`src/rtl/sar_search.sv`:
```
// Successive-approximation search controller driving the B operand of an external comparator.
// Optional macro SAR_EARLY_EXIT_EN: a sampled eq ends the search immediately.
module sar_search #(
    parameter int unsigned WIDTH = 3
) (
    input  logic             clk,
    input  logic             rst_n,
    input  logic             start,
    input  logic             eq,
    input  logic             a_more,
    input  logic             b_more,
    output logic [WIDTH-1:0] guess,
    output logic             busy,
    output logic             done,
    output logic [WIDTH-1:0] result,
    output logic             found,
    output logic             err
);

    localparam int unsigned KW = (WIDTH > 1) ? $clog2(WIDTH) : 1;

    typedef enum logic [1:0] {IDLE, PROBE, DONE} state_t;

    state_t           state;
    logic [KW-1:0]    k;
    logic [WIDTH-1:0] bit_k;
    logic [WIDTH-1:0] next_res;
    logic             onehot;
    logic             last;

    always_comb begin
        bit_k    = WIDTH'(1) << k;
        onehot   = ({eq, a_more, b_more} == 3'b100) ||
                   ({eq, a_more, b_more} == 3'b010) ||
                   ({eq, a_more, b_more} == 3'b001);
        next_res = (eq || a_more) ? (result | bit_k) : result;
        last     = (k == '0);
`ifdef SAR_EARLY_EXIT_EN
        if (eq) last = 1'b1;
`endif
    end

    // guess is registered, so each transition loads the value the next state must present.
    always_ff @(posedge clk or negedge rst_n) begin
        if (!rst_n) begin
            state  <= IDLE;
            k      <= KW'(WIDTH - 1);
            guess  <= '0;
            result <= '0;
            busy   <= 1'b0;
            done   <= 1'b0;
            found  <= 1'b0;
            err    <= 1'b0;
        end else begin
            case (state)
                IDLE, DONE: begin
                    if (start) begin
                        state  <= PROBE;
                        k      <= KW'(WIDTH - 1);
                        result <= '0;
                        found  <= 1'b0;
                        err    <= 1'b0;
                        busy   <= 1'b1;
                        done   <= 1'b0;
                        guess  <= WIDTH'(1) << (WIDTH - 1);
                    end else begin
                        state <= IDLE;
                        done  <= 1'b0;
                        guess <= result;
                    end
                end
                PROBE: begin
                    if (!onehot) begin
                        err   <= 1'b1;
                        state <= DONE;
                        busy  <= 1'b0;
                        done  <= 1'b1;
                        guess <= result;
                    end else begin
                        result <= next_res;
                        if (eq) found <= 1'b1;
                        if (last) begin
                            state <= DONE;
                            busy  <= 1'b0;
                            done  <= 1'b1;
                            guess <= next_res;
                        end else begin
                            k     <= k - KW'(1);
                            guess <= next_res | (bit_k >> 1);
                        end
                    end
                end
                default: state <= IDLE;
            endcase
        end
    end

endmodule

```
`config.mk`:
```
export PLATFORM = sky130hd
export DESIGN_NAME = sar_search
export DESIGN_NICKNAME = d
export VERILOG_FILES = /design/src/rtl/sar_search.sv
export SDC_FILE = /design/constraint.sdc
export NUM_CORES = 1
export LEC_CHECK = 0
export ABC_AREA = 1
export ABC_CLOCK_PERIOD_IN_PS = 2500
export CORE_ASPECT_RATIO = 1.2
export CORE_MARGIN = 5
export CORE_UTILIZATION = 30
export DETAILED_ROUTE_END_ITERATION = 8
export HOLD_SLACK_MARGIN = 0.1
export PLACE_DENSITY = 0.59
export SETUP_SLACK_MARGIN = 0.1
export SLEW_MARGIN = 10
export SYNTH_ARGS = -nofsm -noshare
export SYNTH_HDL_FRONTEND = slang
export SYNTH_SLANG_ARGS = --single-unit
```
`constraint.sdc`:
```
create_clock -name clk -period 2.5 [get_ports clk]
set_input_delay 0.625 -clock clk [delete_from_list [all_inputs] [get_ports clk]]
set_output_delay 0.625 -clock clk [all_outputs]
set_load 0.05 [all_outputs]
```
==> impl_metrics.yaml, run 1 <==
clocking:
  insertion_delay_ns: 0.27
  cts_tree: "done"
  clock-sinks: 14
  cts_inserted_buffers: 3
  h-tree-depth: 1
  hold_buffers: 0
  cts_resized: 0
  path_clk_slew_ns: 0.07
  clockRootBuffer: "clkbuf_4"
  cts_buffer_depth: 2
  post_cts_buffers: 0
flow_run:
  drv_cap: 0
routing:
  vias_per_cell: 4.32
  wl_per_cell_um: 10.4
  first_pass_iters: 3
  dr.first_iter.drc_count: 5
  postRouteAntennaNets: 0
  route.detailed.drc: 0
  wirelength_um: 1500
  vias: 622
global_routing:
  grt_pass1_vias: 602
  grt_max_degree: 15
  grt_pass1_wl_um: 2510
  grt.total_usage_pct: 9.63
  antenna_found_initial: 0
  overflow: 0
sta:
  worstMarginPinSlew_ns: 0.607
  rsz0062_at_grt: "no"
  slew_headroom_pct: 59.4
  final.period_utilization_pct: 83.2
  final.min_clock_period_ns: 2.08
  skew_ns: 0.00269
  finalHoldViolations: 0
  worst_slack_ns: 0.420
  holdWs_ns: 0.487
  tns_ns: 0
  setup_viol: 0
  maxSlewViolCount: 0
  max_freq_mhz: 481
outcome:
  status: "finished clean"
setup_path:
  crit_path_top_delay_cell: "clkdlybuf4s50_1"
  cp-start-kind: "flip-flop"
  crit_fanout: 2
  arrival_ns: 1.45
  crit_buf_inv: 1
  path_cells: "clkdlybuf4s50_1"
  worstSetupPathType: "reg2out"
  cp-end-kind: "primary output"
  crit_family: "buffers and inverters"
  crit_required_ns: 1.88
  rrSetupSlack_ns: 1.08
  slowest_delay_ns: 0.81
final_layout:
  drive_gt1_share_pct: 8.85
  n_antenna_cell: 0
  fin_nets: 123
  n_fill_cell: 242
  postLayoutCoreUtil_pct: 41.0
  syn_to_final_growth_pct: 29.5
pwr:
  peakVddDrop_uv: 571
  leakagePower_nw: 0.513
  p_per_area_mw_per_mm2: 1140
floorplan:
  ios: 16
  die_w_um: 55.1
  start_util_pct: 31.7
  die-area_mm2: 0.00353
  row_count: 19
  design.core.area_mm2: 0.00231
  dieHeight_um: 64.1
synth:
  ys_warn_count: 0
  seq_area_frac_synth_pct: 48.1
  netlist_instances: 94
  synth_largest_area_cell: "dfrtp_1"
  synth_top_area_share_pct: 44.5
  syn_area_um2: 731
  synth_top_cells_by_area: "dfrtp_1 (45%), nand2_1 (17%), inv_1 (9.8%)"
  syn_area_per_cell_um2: 7.77
  ys_seq_elements: 14
  syn_nets: 103
  synth_cell_types: 16
placement:
  dp_hpwl_um: 1210
  port_buffers: 15
  globalplace.congestion: 0.803
  dp_slack_ns: 0.500
worst_hold_path:
  hp-class: "reg2reg"
==> synth_stat cells <==
cell / count
nand3_2: 1
nand3_1: 3
nand4_2: 1
dfstp_2: 1
a22o_2: 1
nand2_1: 34
o21bai_2: 1
o21bai_1: 1
a21oi_1: 3
nor2_4: 1
and3_2: 1
ha_1: 3
nor2_1: 10
dfrtp_1: 13
inv_1: 19
nor3_1: 1
==> sequential cells by signal, indices dropped and copies added, names as in the netlist <==
register and count:
done 1, found 1, k 2, busy 1
state 2, result 3, err 1, guess 3
==> final timing paths <==
check | start | end | cells after the start
setup / recovery | err | err | 1
hold / removal | done | done | 2
setup reg to reg | k[1] | busy | 7
max in group asynchronous | rst_n | result[0] | 1
hold reg to reg | done | done | 2
min in group asynchronous | rst_n | result[2] | 1
==> layout make-up <==
type	instances	area (um2)	area share (%)
well taps	31	38.8	4.10
flip-flops and latches	14	352	37.2
multi-input cells	61	308	32.5
clock buffers	4	26.3	2.78
repair buffers	15	150	15.9
inverters	19	71.3	7.54
==> report_power, final <==
group	total, W	internal (W)	switching [W]
Combinational	0.000585	0.000197	0.000389
Clock	0.000129	0.0000619	0.0000667
Sequential	0.000368	0.000311	0.0000567
Total	0.00108	0.000569	0.000512
==> logic make-up after synthesis <==
kind of cell,count (synthesis),share of synthesized area [%]
DFF,14,48.1
AOI/OAI and AO/OA,6,5.99
buffers and inverters,19,9.76
and+or+nand+nor,52,31.0
adders and majority gates,3,5.14
==> cell usage in the layout (no fill, tap or decap), drive strengths merged <==
cell type,netlist,final
a21oi,3,3
clkdlybuf4s50,0,15
nand2,34,34
nor3,1,1
o21bai,2,2
clkbuf,0,4
a22o,1,1
and3,1,1
inv,19,19
nor2,11,11
nand3,4,4
nand4,1,1
dfrtp,13,13
ha,3,3
dfstp,1,1
==> metrics by stage <==
| stage | total power [W] | cells | cell area, um2 |
|---|---|---|---|
| 6_report | 0.00108 | 144 | 946 |
| 5_1_grt | 0.00116 | 144 | 946 |
| 4_1_cts | 0.00110 | 144 | 946 |
| 3_5_place_dp | 0.000961 | 140 | 920 |
| 3_3_place_gp | 0.000957 | 140 | 920 |
| 2_1_floorplan | 0.000776 | 94 | 731 |
==> per-layer routing <==
metal	up-vias	part of all wire (%)	track usage, %
li1	320	-	-
met1	281	48	13.1
met2	16	44	14.1
met3	5	4.9	1.63
met4	0	2.8	5.47
met5	-	0	0
(Power assumes the default switching activity.)
==> inputs of run 2 (changes only) <==
--- a/config.mk
+++ b/config.mk
@@ -6,7 +6,7 @@
 export NUM_CORES = 1
 export LEC_CHECK = 0
 export ABC_AREA = 1
-export ABC_CLOCK_PERIOD_IN_PS = 2500
+export ABC_CLOCK_PERIOD_IN_PS = 2100
 export CORE_ASPECT_RATIO = 1.2
 export CORE_MARGIN = 5
 export CORE_UTILIZATION = 30
==> constraint.sdc (replaced) <==
create_clock -name clk -period 2.1 [get_ports clk]
set_input_delay 0.525 -clock clk [delete_from_list [all_inputs] [get_ports clk]]
set_output_delay 0.525 -clock clk [all_outputs]
set_load 0.05 [all_outputs]
==> impl_metrics.yaml, run 2 (synthesis gave the netlist of run 1 again) <==
outcome:
  status: "finished clean"
floorplan:
  row_count: 19
  ios: 16
  die_w_um: 55.1
  die-area_mm2: 0.00353
  dieHeight_um: 64.1
  start_util_pct: 31.7
  design.core.area_mm2: 0.00231
final_layout:
  fin_area_um2: 976
  syn_to_final_growth_pct: 33.6
  drive_gt1_share_pct: 10.5
  final_cell_mix: "nand2_1 (34), inv_1 (19), dfrtp_1 (13)"
  final_common_cell: "nand2_1"
  fin_nets: 124
  n_antenna_cell: 0
  instances_no_fill: 145
  n_fill_cell: 245
  reg_top3: "guess: 3 flops, result: 3 flops"
setup_path:
  crit_family: "buffers and inverters"
  slowest_delay_ns: 0.81
  crit_required_ns: 1.57
  path_cells: "clkdlybuf4s50_1"
  crit_path_top_delay_cell: "clkdlybuf4s50_1"
  arrival_ns: 1.44
  crit_buf_inv: 1
  worstSetupPathType: "reg2out"
  cp-start-kind: "flip-flop"
  cp-end-kind: "primary output"
  crit_fanout: 2
clocking:
  cts_tree: "done"
  clockRootBuffer: "clkbuf_4"
  insertion_delay_ns: 0.28
  path_clk_slew_ns: 0.08
  hold_buffers: 0
  h-tree-depth: 1
  cts_inserted_buffers: 3
  clock-sinks: 14
  cts_resized: 2
  post_cts_buffers: 0
  cts_buffer_depth: 2
placement:
  placed_cell_area_um2: 927
  dp_hpwl_um: 1180
  dp_slack_ns: 0.296
  port_buffers: 15
  dp_cells: 141
  globalplace.congestion: 0.810
sta:
  rsz0062_at_grt: "no"
  finalHoldViolations: 0
  final.period_utilization_pct: 93.6
  tns_ns: 0
  worstMarginPinSlew_ns: 0.631
  worst_slack_ns: 0.135
  final.min_clock_period_ns: 1.97
  maxSlewViolCount: 0
  holdWs_ns: 0.495
  setup_viol: 0
  max_freq_mhz: 509
  slew_headroom_pct: 57.8
  skew_ns: 0.00977
pwr:
  power_frac_clock_pct: 14.7
  netSwitchingFraction_pct: 46.5
  power.switching_w: 0.000612
  peakVddDrop_uv: 784
  pwr-share-seq_pct: 33.1
  p_per_area_mw_per_mm2: 1350
  combPwrFrac_pct: 52.2
  leakagePower_nw: 0.623
  p_int_w: 0.000703
global_routing:
  antenna_found_initial: 0
  grt_pass1_wl_um: 2770
  grt.total_usage_pct: 10.6
  grt_pass1_vias: 666
  grt_max_degree: 15
  overflow: 0
routing:
  wirelength_um: 1520
  route.detailed.drc: 0
  vias_per_cell: 4.33
  wl_per_cell_um: 10.4
  postRouteAntennaNets: 0
  dr.first_iter.drc_count: 12
  vias: 628
  first_pass_iters: 4
flow_run:
  drv_cap: 0
worst_hold_path:
  hp-class: "reg2reg"
[run 2: cell types whose count changed in the layout (fill, tap and decap cells not counted), sizes merged]
cell	delta
buf	+1
clkdlybuf4s50	-8
dlygate4sd2	+2
dlymetal6s2s	+6
[run 2: worst paths after layout]
path | from | endpoint | slack (ns) | cells past startpoint
min | done | done | 0.49 | 2
min reg2reg | done | done | 0.49 | 2
max | err | err | 0.13 | 1
min in group asynchronous | rst_n | guess[2] | 0.62 | 1
max reg2reg | k[1] | k[0] | 0.71 | 7
max in group asynchronous | rst_n | err | 1.06 | 1
[run 2: through the flow]
stage | power (W) | util (%)
floorplan | 0.000923 | -
global placement | 0.00114 | 40.2
detailed placement | 0.00114 | 40.2
CTS | 0.00134 | 41.7
global route | 0.00142 | 42.3
finish | 0.00132 | 42.3
[run 2: worst register-to-register path, stage by stage (launching register included)]
cell	delay, ns
dfstp_2	0.55
inv_1	0.08
ha_1	0.21
inv_1	0.09
nand4_2	0.14
nand2_1	0.14
nand2_1	0.06
nand2_1	0.06
[run 2: area by class of cell]
type / count / area, um2 / area share [%]
Clock buffer: 4 / 36.3 / 3.72
Inverter: 19 / 71.3 / 7.31
Multi-Input combinational cell: 61 / 308 / 31.5
Sequential cell: 14 / 352 / 36.0
Tap cell: 31 / 38.8 / 3.97
Timing Repair Buffer: 16 / 170 / 17.4
[run 2: layer usage]
layer	global-route usage, %	vias to the layer above	share of wire [%]
li1	-	320	-
met1	13.7	285	46
met2	15.2	18	43
met3	3.26	5	7.6
met4	6.38	0	2.9
met5	0	-	0
[run 2: power groups by stage]
stage          logic (W)  clock network [W]  registers, W
2_1_floorplan   0.000266                  0      0.000658
3_3_place_gp    0.000699                  0      0.000442
3_5_place_dp    0.000701                  0      0.000442
4_1_cts         0.000699           0.000201      0.000438
5_1_grt         0.000755           0.000211      0.000450
6_report        0.000686           0.000193      0.000436
==> inputs of run 3 (changes only) <==
==> config.mk (replaced) <==
export PLATFORM = sky130hd
export DESIGN_NAME = sar_search
export DESIGN_NICKNAME = d
export VERILOG_FILES = /design/src/rtl/sar_search.sv
export SDC_FILE = /design/constraint.sdc
export NUM_CORES = 1
export LEC_CHECK = 0
export ABC_AREA = 1
export ABC_CLOCK_PERIOD_IN_PS = 2310
export CORE_MARGIN = 5
export CORE_UTILIZATION = 51
export DETAILED_ROUTE_END_ITERATION = 8
export HOLD_SLACK_MARGIN = 0.1
export PLACE_DENSITY = 0.87
export SETUP_SLACK_MARGIN = 0.1
export SYNTH_ARGS = -nofsm -noshare
export SYNTH_HDL_FRONTEND = slang
export SYNTH_SLANG_ARGS = --single-unit
==> constraint.sdc (replaced) <==
create_clock -name clk -period 2.31 [get_ports clk]
set_input_delay 0.5775 -clock clk [delete_from_list [all_inputs] [get_ports clk]]
set_output_delay 0.5775 -clock clk [all_outputs]
set_load 0.05 [all_outputs]
==> impl_metrics.yaml, run 3 (synthesis gave the netlist of run 1 again) <==
clocking:
  insertion_delay_ns: 0.29
  path_clk_slew_ns: 0.09
  clock-sinks: 14
  h-tree-depth: 1
  clockRootBuffer: "clkbuf_4"
  cts_resized: 0
  cts_buffer_depth: 2
  cts_inserted_buffers: 3
  post_cts_buffers: 0
  cts_tree: "done"
  hold_buffers: 0
final_layout:
  final_cell_mix: "nand2_1 (34), inv_1 (19), clkdlybuf4s50_1 (15)"
  reg_top3: "guess: 3 flops, result: 3 flops"
  n_antenna_cell: 0
  syn_to_final_growth_pct: 29.1
  drive_gt1_share_pct: 10.5
  final_common_cell: "nand2_1"
  postLayoutCoreUtil_pct: 70.7
  fin_nets: 124
  fin_area_um2: 943
floorplan:
  die_w_um: 47.9
  ios: 16
  design.core.area_mm2: 0.00133
  start_util_pct: 54.8
  die-area_mm2: 0.00229
  dieHeight_um: 47.9
  row_count: 13
global_routing:
  grt_max_degree: 15
  grt_pass1_wl_um: 2720
  grt.total_usage_pct: 17.7
  overflow: 0
  antenna_found_initial: 0
  grt_pass1_vias: 674
routing:
  vias_per_cell: 5.01
  highest_layer: "met4"
  wl_per_cell_um: 12.6
  wirelength_um: 1630
  wl_met1_um: 651
  vias: 646
  first_pass_iters: 4
  wl_met2_um: 771
  route.detailed.drc: 0
  routed-wl-met3_um: 130
  dr.first_iter.drc_count: 10
  postRouteAntennaNets: 0
setup_path:
  cp-start-kind: "flip-flop"
  rr_endpoint: "busy"
  r2r_cells: 7
  crit_required_ns: 1.73
  path_depth: 1
  crit_family: "buffers and inverters"
  slowest_delay_ns: 0.81
  rrSetupSlack_ns: 0.91
  worstSetupPathType: "reg2out"
  crit_fanout: 3
  cp-startpoint: "result[1]"
  crit_buf_inv: 1
  cp-end-kind: "primary output"
  path_cells: "clkdlybuf4s50_1"
  crit_path_top_delay_cell: "clkdlybuf4s50_1"
  arrival_ns: 1.49
  worstReg2RegStart: "k[1]"
placement:
  port_buffers: 15
  dp_hpwl_um: 1270
  globalplace.congestion: 0.875
  placed_cell_area_um2: 907
pwr:
  power_w: 0.00122
  leakagePower_nw: 0.524
  p_per_area_mw_per_mm2: 1300
  peakVddDrop_uv: 732
sta:
  max_freq_mhz: 483
  skew_ns: 0.00523
  slew_headroom_pct: 58.0
  final.min_clock_period_ns: 2.07
  worstMarginPinSlew_ns: 0.628
  setup_viol: 0
  final.period_utilization_pct: 89.7
  maxSlewViolCount: 0
  holdWs_ns: 0.487
  tns_ns: 0
  finalHoldViolations: 0
  rsz0062_at_grt: "no"
flow_run:
  drv_cap: 0
worst_hold_path:
  hp-start: "guess[1]"
  holdPathEnd: "guess[1]"
  hp-class: "reg2reg"
  hold_depth: 2
outcome:
  status: "finished clean"
==> run 3: cell count changes in the layout (fill, tap and decap cells not counted), sizes merged <==
cell	delta
dlygate4sd2	-2
dlymetal6s2s	-6
clkdlybuf4s50	+8
==> run 3: cell type report <==
type	count	area (um2)
timing repair buffer	16	158
fill	108	390
inverter	19	71.3
sequential	14	352
clock buffer	4	36.3
tap	15	18.8
multi-input combinational	61	308
==> run 3: stage by stage <==
step,setup slack [ns],std cells
6_report,0.238,129
5_1_grt,0.207,129
4_1_cts,0.227,129
3_5_place_dp,0.418,125
3_3_place_gp,0.502,125
2_1_floorplan,0.966,94
==> run 3: worst max-delay path by stage <==
stage / endpoint / slack (ns)
after floorplan: err / 0.97
after global placement: result[0] / 0.50
after detailed placement: result[1] / 0.42
after CTS: result[1] / 0.23
after global routing: result[1] / 0.21
final: result[1] / 0.24
==> run 3: layer usage <==
metal | vias up | track usage, %
li1 | 323 | -
met1 | 291 | 19.1
met2 | 23 | 29.0
met3 | 9 | 3.38
met4 | 0 | 15.6
met5 | - | 0
==> run 3: power by group <==
part	leakage (nW)	internal, W	switching [W]	total (W)
Sequential	0.180	0.000336	0.0000599	0.000396
Combinational	0.324	0.000215	0.000426	0.000642
Clock	0.0210	0.0000961	0.0000890	0.000185
